--- config.mk ---
export PLATFORM = sky130hd
export DESIGN_NAME = cfg_loader
export DESIGN_NICKNAME = d
export VERILOG_FILES = /design/src/rtl/cfg_loader.sv
export SDC_FILE = /design/constraint.sdc
export NUM_CORES = 1
export LEC_CHECK = 0
export CELL_PAD_IN_SITES_DETAIL_PLACEMENT = 0
export CELL_PAD_IN_SITES_GLOBAL_PLACEMENT = 2
export CORE_MARGIN = 4
export CORE_UTILIZATION = 38
export CTS_CLUSTER_DIAMETER = 100
export DETAILED_ROUTE_END_ITERATION = 6
export HOLD_SLACK_MARGIN = 0.08
export PLACE_DENSITY = 0.89
export SKIP_LAST_GASP = 1
export SLEW_MARGIN = 20
export SYNTH_ARGS = -nofsm -noshare
export SYNTH_HDL_FRONTEND = slang
export SYNTH_SLANG_ARGS = --single-unit
export TNS_END_PERCENT = 5
--- constraint.sdc ---
create_clock -name clk -period 3.7 [get_ports clk]
set_input_delay 0.37 -clock clk [delete_from_list [all_inputs] [get_ports clk]]
set_output_delay 0.37 -clock clk [all_outputs]
set_load 0.01 [all_outputs]
--- src/rtl/cfg_loader.sv ---
// rtl/cfg_loader.sv - configuration-chain loader: word stream in, MSB-first serial CRAM chain out
module cfg_loader #(
    parameter int CHAIN_LEN = 48,
    parameter int WORD_W    = 8
) (
    input  logic              clk,
    input  logic              nrst,
    input  logic              en,
    input  logic              start,
    input  logic              abort,
    input  logic [WORD_W-1:0] word_in,
    input  logic              word_valid,
    output logic              word_ready,
    output logic              config_en,
    output logic              config_data_out,
    output logic              busy,
    output logic              done
);
    localparam int NWORDS = (CHAIN_LEN + WORD_W - 1) / WORD_W;
    localparam int REM    = CHAIN_LEN - (NWORDS - 1) * WORD_W;
    localparam int WCNT_W = $clog2(WORD_W + 1);
    localparam int BCNT_W = $clog2(CHAIN_LEN + 1);
    localparam int WACC_W = $clog2(NWORDS + 1);

    localparam logic [WCNT_W-1:0] WCNT_FULL = WCNT_W'(WORD_W);
    localparam logic [WCNT_W-1:0] WCNT_LAST = WCNT_W'(REM);
    localparam logic [WCNT_W-1:0] WCNT_ONE  = WCNT_W'(1);
    localparam logic [BCNT_W-1:0] BCNT_LAST = BCNT_W'(CHAIN_LEN - 1);
    localparam logic [BCNT_W-1:0] BCNT_ONE  = BCNT_W'(1);
    localparam logic [WACC_W-1:0] WACC_LAST = WACC_W'(NWORDS - 1);
    localparam logic [WACC_W-1:0] WACC_MAX  = WACC_W'(NWORDS);
    localparam logic [WACC_W-1:0] WACC_ONE  = WACC_W'(1);

    typedef enum logic [1:0] {
        S_IDLE = 2'd0,
        S_LOAD = 2'd1,
        S_DONE = 2'd2
    } state_t;

    state_t              state;
    state_t              state_nxt;
    logic [WORD_W-1:0]   sreg;
    logic [WCNT_W-1:0]   wcnt;
    logic [BCNT_W-1:0]   bitcnt;
    logic [WACC_W-1:0]   wacc;
    logic                cfg_en_q;
    logic                cfg_data_q;
    logic                done_q;
    logic                shift;
    logic                last_bit;
    logic                accept;

    assign shift    = (state == S_LOAD) && (wcnt != '0);
    assign last_bit = shift && (bitcnt == BCNT_LAST);
    assign accept   = word_valid && word_ready;

    always_ff @(posedge clk or negedge nrst) begin
        if (!nrst) begin
            state <= S_IDLE;
        end else begin
            state <= state_nxt;
        end
    end

    always_comb begin
        state_nxt = state;
        if (en) begin
            if (abort) begin
                state_nxt = S_IDLE;
            end else begin
                case (state)
                    S_IDLE:  if (start) state_nxt = S_LOAD;
                    S_LOAD:  if (last_bit) state_nxt = S_DONE;
                    S_DONE:  state_nxt = S_IDLE;
                    default: state_nxt = S_IDLE;
                endcase
            end
        end
    end

    // The chain sees enable/done only while en is high; registered copies freeze with the rest.
    always_comb begin
        busy            = (state == S_LOAD);
        word_ready      = en && (state == S_LOAD) && (wcnt <= WCNT_ONE) && (wacc < WACC_MAX);
        config_en       = cfg_en_q && en;
        config_data_out = cfg_data_q;
        done            = done_q && en;
    end

    always_ff @(posedge clk or negedge nrst) begin
        if (!nrst) begin
            sreg       <= '0;
            wcnt       <= '0;
            bitcnt     <= '0;
            wacc       <= '0;
            cfg_en_q   <= 1'b0;
            cfg_data_q <= 1'b0;
            done_q     <= 1'b0;
        end else if (en) begin
            if (abort) begin
                cfg_en_q <= 1'b0;
                done_q   <= 1'b0;
                wcnt     <= '0;
            end else begin
                cfg_en_q <= shift;
                done_q   <= (state == S_DONE);
                if ((state == S_IDLE) && start) begin
                    sreg   <= '0;
                    wcnt   <= '0;
                    bitcnt <= '0;
                    wacc   <= '0;
                end
                if (shift) begin
                    cfg_data_q <= sreg[WORD_W-1];
                    sreg       <= {sreg[WORD_W-2:0], 1'b0};
                    wcnt       <= wcnt - WCNT_ONE;
                    bitcnt     <= bitcnt + BCNT_ONE;
                end
                // A word accepted on the last-bit cycle replaces sreg after that bit leaves: no bubble.
                if (accept) begin
                    sreg <= word_in;
                    wcnt <= (wacc == WACC_LAST) ? WCNT_LAST : WCNT_FULL;
                    wacc <= wacc + WACC_ONE;
                end
            end
        end
    end
endmodule

==> run metrics, run 1 <==
RD Place Congestion 0.789; CP cell instances clkdlybuf4s50_1 > inv_1 > nor4_1 > clkdlybuf4s50_1; final setup fails 0; synthesized area 1540 um2; post-CTS resize count 0; hold-fix buffer count after cts 0; Critical Path RT 3.33 ns; Max Freq 390 MHz; most frequent cell after synthesis dfrtp_1; RSZ-0062 raised after global routing false; period utilization 69.3%; post-route non-filler standard cell count 212; die area 5150 um2; total gr overflow 0; area grow syn2layout 18.6%; Critical Path Fanout Max 10; Post-synth EDFFs 0; Leak 0.000856 uW; final worst path period need 2.57 ns; Max Root-Sink Buffers 2; top cells by count, synth dfrtp_1 (26), inv_1 (13), mux2i_1 (12), nand3_1 (9); drt initial violations 36; Max-slew headroom ~50%; setup tns final 0 ns; Final HPWL DP about 2300 um; core box area 3800 um2; Reg clk slew, reported paths roughly 0.090 ns; asr flop ratio synth 100%; CP Launch Type input port; Worst Skew 0.00617 ns; antenna cells 0; Std-Cell Rows 22; DR pass1 iterations 4; Top FF cell, synth dfrtp_1; Die Span Y 71.7 um; crit path kind input port to output port; DRT Wirelength 3170 um; worst skew pair latency 0.27 ns; Syn Area/Cell about 11 um2; post-CTS setup buffers 0; number of vias per cell ~5.4; fraction of layout cells with a size suffix above 1 12.8%; I/O Buffers 18; vias in the first global route between 1k and 1.5k; Min-Delay Path Class input port to async pin; warnings from Yosys 0; share of the synthesized area in the top cell type 42.1%; Worst Tran Pin Value 0.747 ns; Power Density 459 nW/um2; Final Hold Fails 0; Yosys top cell by area dfrtp_1; CP arrival 2.20 ns; design area 1830 um2; Final nets 183; Syn Nets ~160; DRC viols 0; clock sinks 26; Mapped Cells 145; worst hold slack 0.453 ns; largest net degree at the start of global routing 27; CP dominant cell by count clkdlybuf4s50_1; final slew viol count 0; CP max stage delay 0.68 ns; VDD IR max 0.304 mV; placed insts 208; Initial Utilization 40.6%; ANT nets after route 0; CTS tree done; Die Width 71.7 um; total CTS buffers 3; Root Driver clkbuf_8; Vias 1146; sequential fraction of the synthesis area roughly 42%; antenna violations before repair 0; largest cells by area after synthesis dfrtp_1 (42%), mux2i_1 (7.8%), mux2_4 (3.9%), ha_1 (3.2%), inv_1 (3.2%); Slowest cell on crit path clkdlybuf4s50_1; synth unique cells 45; global-route wire length before repair approximately 5300 um; drt wl/cell 15.0 um; Seq cells post-synth 26; H-Tree Depth 1; status complete, no violations; total track usage about an eighth; # IOs 19; Max Cap Viol 0; Post-DP Area 1760 um2; CP endpoint kind output port
registers in the layout, indices dropped and copies added, names as in the netlist:
name / count
state: 2
cfg_en_q: 1
sreg: 8
wacc: 3
bitcnt: 6
done_q: 1
wcnt: 4
config_data_out: 1
through the flow:
step	utilization [%]	setup WS, ns	total power (uW)
final	48.2	1.13	841
after global routing	48.2	0.977	893
after CTS	48.2	1.14	850
after detailed placement	46.3	1.08	608
after global placement	46.3	1.12	604
after floorplan	-	1.70	533
cells by family after synthesis:
group / after synthesis / synth area share, %
and+or+nand+nor: 51 / 20.6
AOI/OAI and AO/OA: 26 / 13.8
DFF: 26 / 42.1
muxes: 19 / 13.9
buffers and inverters: 17 / 5.27
adders and majority gates: 4 / 3.24
xor gates and xnor gates: 2 / 1.13
where the power goes:
| group | total [uW] | switching (uW) | internal, uW |
|---|---|---|---|
| sequential | 363 | 38.2 | 325 |
| combinational | 240 | 129 | 111 |
| clock | 238 | 93.0 | 145 |
| total | 841 | 260 | 581 |
cell type report:
type,count,area (um2)
Tap cell,48,60.1
Clock inverter,1,30.0
Multi-Input combinational cell,102,812
Clock buffer,3,41.3
Inverter,13,48.8
Fill cell,361,1970
Timing Repair Buffer,19,188
Sequential cell,26,651
critical path, delay by kind of cell:
kind / cells / cell delay [ns]
buffers and inverters: 3 / 1.45
AND/OR/NAND/NOR: 1 / 0.37
path summary, 6_finish.rpt:
check / cells after the start / end / start / slack [ns]
max in group asynchronous: 2 / sreg[0] / nrst / 2.99
setup / recovery: 4 / word_ready / en / 1.13
setup reg to reg: 6 / sreg[4] / wcnt[1] / 1.31
hold / removal: 2 / state[0] / nrst / 0.45
hold reg to reg: 1 / cfg_en_q / cfg_en_q / 0.49
min in group clk: 1 / cfg_en_q / cfg_en_q / 0.49
cell usage in the layout (no fill, tap or decap), drive strengths merged, types with 2 or more instances in the layout:
| cell | Yosys | routed |
|---|---|---|
| or4 | 2 | 2 |
| o21ai | 5 | 5 |
| nor3b | 2 | 2 |
| nand2b | 6 | 6 |
| nor4 | 3 | 3 |
| and3 | 3 | 3 |
| and2 | 2 | 2 |
| nand3 | 9 | 9 |
| mux2i | 12 | 12 |
| nand2 | 7 | 7 |
| a211o | 2 | 2 |
| clkbuf | 0 | 3 |
| a21oi | 5 | 5 |
| a32o | 2 | 2 |
| clkdlybuf4s50 | 0 | 18 |
| ha | 4 | 4 |
| dfrtp | 26 | 26 |
| inv | 13 | 13 |
| nor2 | 5 | 5 |
| xor2 | 2 | 2 |
| nor3 | 8 | 8 |
| mux2 | 7 | 7 |
| a21o | 3 | 3 |
metal layers:
layer | GRT usage, % | share of wire [%] | vias up
met5 | 0 | 0 | -
met4 | 2.51 | 0.73 | 0
met3 | 3.37 | 3.0 | 4
met2 | 21.2 | 47 | 17
met1 | 17.0 | 49 | 558
li1 | - | - | 567
Note: power is estimated with default switching activity, not from simulation.
==> run 2: changes to the inputs <==
- CORE_UTILIZATION: 38 -> 32
- PLACE_DENSITY: 0.89 -> 0.8
- clock period: 3.7 -> 2.2 ns (I/O delays scaled with it)
==> run metrics, run 2 (synthesis gave the netlist of run 1 again) <==
Most flops, register sreg; H-Tree Depth 1 (unchanged); vias in the first global route 1248 (+12%); DRT Wirelength 3480 um (+9.8%); Root Driver clkbuf_8; total gr overflow 0 (unchanged); Final HPWL DP 2640 um (+13%); Initial Utilization 32.9% (-7.7 points); Setup WS post-layout -0.00918 ns (-1.14 ns); Slowest cell on crit path or4_1; global-route wire length before repair 5980 um (+14%); Reg clk slew, reported paths 0.09 ns (about the same); Clock Power Share 22.3% (-6.0 points); Min-Delay Path Class input port to async pin; R2R setup slack -0.009 ns (-1.32 ns); CP Launch Type register; Final nets 199 (+8.7%); Psw 449 uW (+73%); Critical Path Fanout Max 7 (-3); Max-slew headroom 67.8% (+18 points); commonest cells after routing, fill and taps aside dfrtp_1 (26), clkdlybuf4s50_1 (17), buf_4 (17), inv_1 (13), mux2i_1 (12); Final Hold Fails 0 (unchanged); CP dominant cell by count mux2i_1; I/O Buffers 18 (unchanged); largest net degree at the start of global routing 27 (unchanged); register share of total power 43.1% (about the same); ANT nets after route 0 (unchanged); hold-fix buffer count after cts 0 (unchanged); period utilization 100%; Worst Tran Pin Value 0.484 ns (-0.264 ns); post-route non-filler standard cell count 234 (+10%); Max Freq 453 MHz; violated checks setup timing; Internal 940 uW (+62%); CTS tree done; # IOs 19 (unchanged); fill count 463 (+28%); design area 1950 um2 (+6.6%); Switching Fraction 32.3% (+1.4 points); drt initial violations 76 (+110%); Leak 0.000946 uW (+10%); final worst path period need ~2.2 ns; Die Span Y 77.5 um (+8.0%); reg-to-reg startpoint wcnt[0]; total track usage 12.2% (-0.67 points); Worst Skew 0.00253 ns (-0.00364 ns); Multi-input gate area 818 um2 (+0.77%); max FFs per register 8 (unchanged); placed insts 229 (+10%); clock sinks 26 (unchanged); RD Place Congestion 0.799 (+1.3%); final slew viol count 0 (unchanged); combinational power share 34.6% (+6.0 points); DR pass1 iterations 4 (unchanged); Die Width 77.5 um (+8.0%); Std-Cell Rows 25 (+14%); largest registers sreg: 8 flops, bitcnt: 6 flops, wcnt: 4 flops; total power 1390 uW (+65%); drt wl/cell 14.9 um (-0.51%); most common cell after layout, fill and taps aside dfrtp_1; core box area 4690 um2 (+24%); RR Endpoint sreg[1]; Max Cap Viol 0 (unchanged); area grow syn2layout 26.3%; CP arrival 2.35 ns (+0.15 ns); FF/Latch Area 651 um2 (unchanged); Vias 1206 (+5.2%); crit path kind register to register; status finished, violations left; worst skew pair latency 0.27 ns (about the same); Power Density 712 nW/um2 (+55%); Max Root-Sink Buffers 2 (unchanged); DRC viols 0 (unchanged); final setup fails 1 (+1); CP endpoint kind register; fraction of layout cells with a size suffix above 1 21.1% (+8.3 points); antenna cells 0 (unchanged); die area 6000 um2 (+17%); RSZ-0062 raised after global routing true; total CTS buffers 3 (unchanged); antenna violations before repair 0 (unchanged); CP cell instances inv_1 > ha_1 > o2bb2ai_1 > or4_1 > buf_4 > mux2i_1 > mux2i_1; Finished Core Util 41.6% (-6.6 points); number of vias per cell 5.15 (-4.7%); Post-DP Area 1880 um2 (+6.8%); CP max stage delay 0.74 ns (+0.06 ns); VDD IR max 0.344 mV (+13%); depth of the most critical reg-to-reg path 7 (+1); Critical Path RT 2.34 ns (-0.99 ns)
## run 2: cell types whose count changed in the layout (fill, tap and decap cells not counted)
cell             previous run  this run
nor4_2                      0         1
clkdlybuf4s50_1            18        17
clkbuf_8                    3         4
buf_4                       1        17
bufinv_16                   1         0
dlymetal6s2s_1              0         1
nor4_1                      2         1
## run 2: layout make-up
cell class	count	area share, %
Sequential cell	26	33.4
Multi-Input combinational cell	102	41.9
Inverter	13	2.50
Timing Repair Buffer	35	15.9
Tap cell	54	3.46
Clock buffer	4	2.82
## run 2: routing by layer
metal	track usage [%]	vias up	share of wire, %	routed length [um]
li1	-	600	-	-
met1	16.9	587	51	1770
met2	19.3	17	45	1580
met3	2.55	2	3.3	115
met4	3.02	0	0.55	19
met5	0	-	0	0
## run 2: how the worst max path moves through the flow
stage | startpoint | end | depth (start not counted)
4_1_cts | wcnt[0] | word_ready | 5
6_report | wcnt[0] | sreg[1] | 7
3_5_place_dp | wcnt[0] | sreg[6] | 6
2_1_floorplan | wcnt[0] | sreg[4] | 7
3_3_place_gp | wcnt[0] | sreg[7] | 6
5_1_grt | wcnt[1] | sreg[1] | 7
## run 2: power by group through the flow
stage / clock [uW] / combinational (uW) / sequential, uW
floorplan: 0 / 291 / 605
global placement: 0 / 455 / 602
detailed placement: 0 / 465 / 605
CTS: 321 / 486 / 597
global route: 342 / 533 / 605
finish: 309 / 481 / 598
## run 2: what timing repair did
action,in CTS,in global routing
setup endpoints to repair,7,11
buffers inserted,1,0
gates resized for setup,1,1
## run 2: through the flow
| stage | worst slack (ns) | TNS (ns) | hold WS, ns |
|---|---|---|---|
| 2_1_floorplan | 0.198 | 0 | -0.0756 |
| 3_3_place_gp | 0.0269 | 0 | 0.460 |
| 3_5_place_dp | -0.0210 | -0.0752 | 0.468 |
| 4_1_cts | -0.0325 | -0.0354 | 0.342 |
| 5_1_grt | -0.0831 | -0.432 | 0.358 |
| 6_report | -0.00918 | -0.00918 | 0.327 |
## run 2: critical path: cells and delay by family (launching register included)
kind / cells / cell delay (ns)
compound gates: 1 / 0.18
fa+ha+maj: 1 / 0.22
buf+inv: 2 / 0.29
mux: 2 / 0.24
flops: 1 / 0.40
simple gates: 1 / 0.74
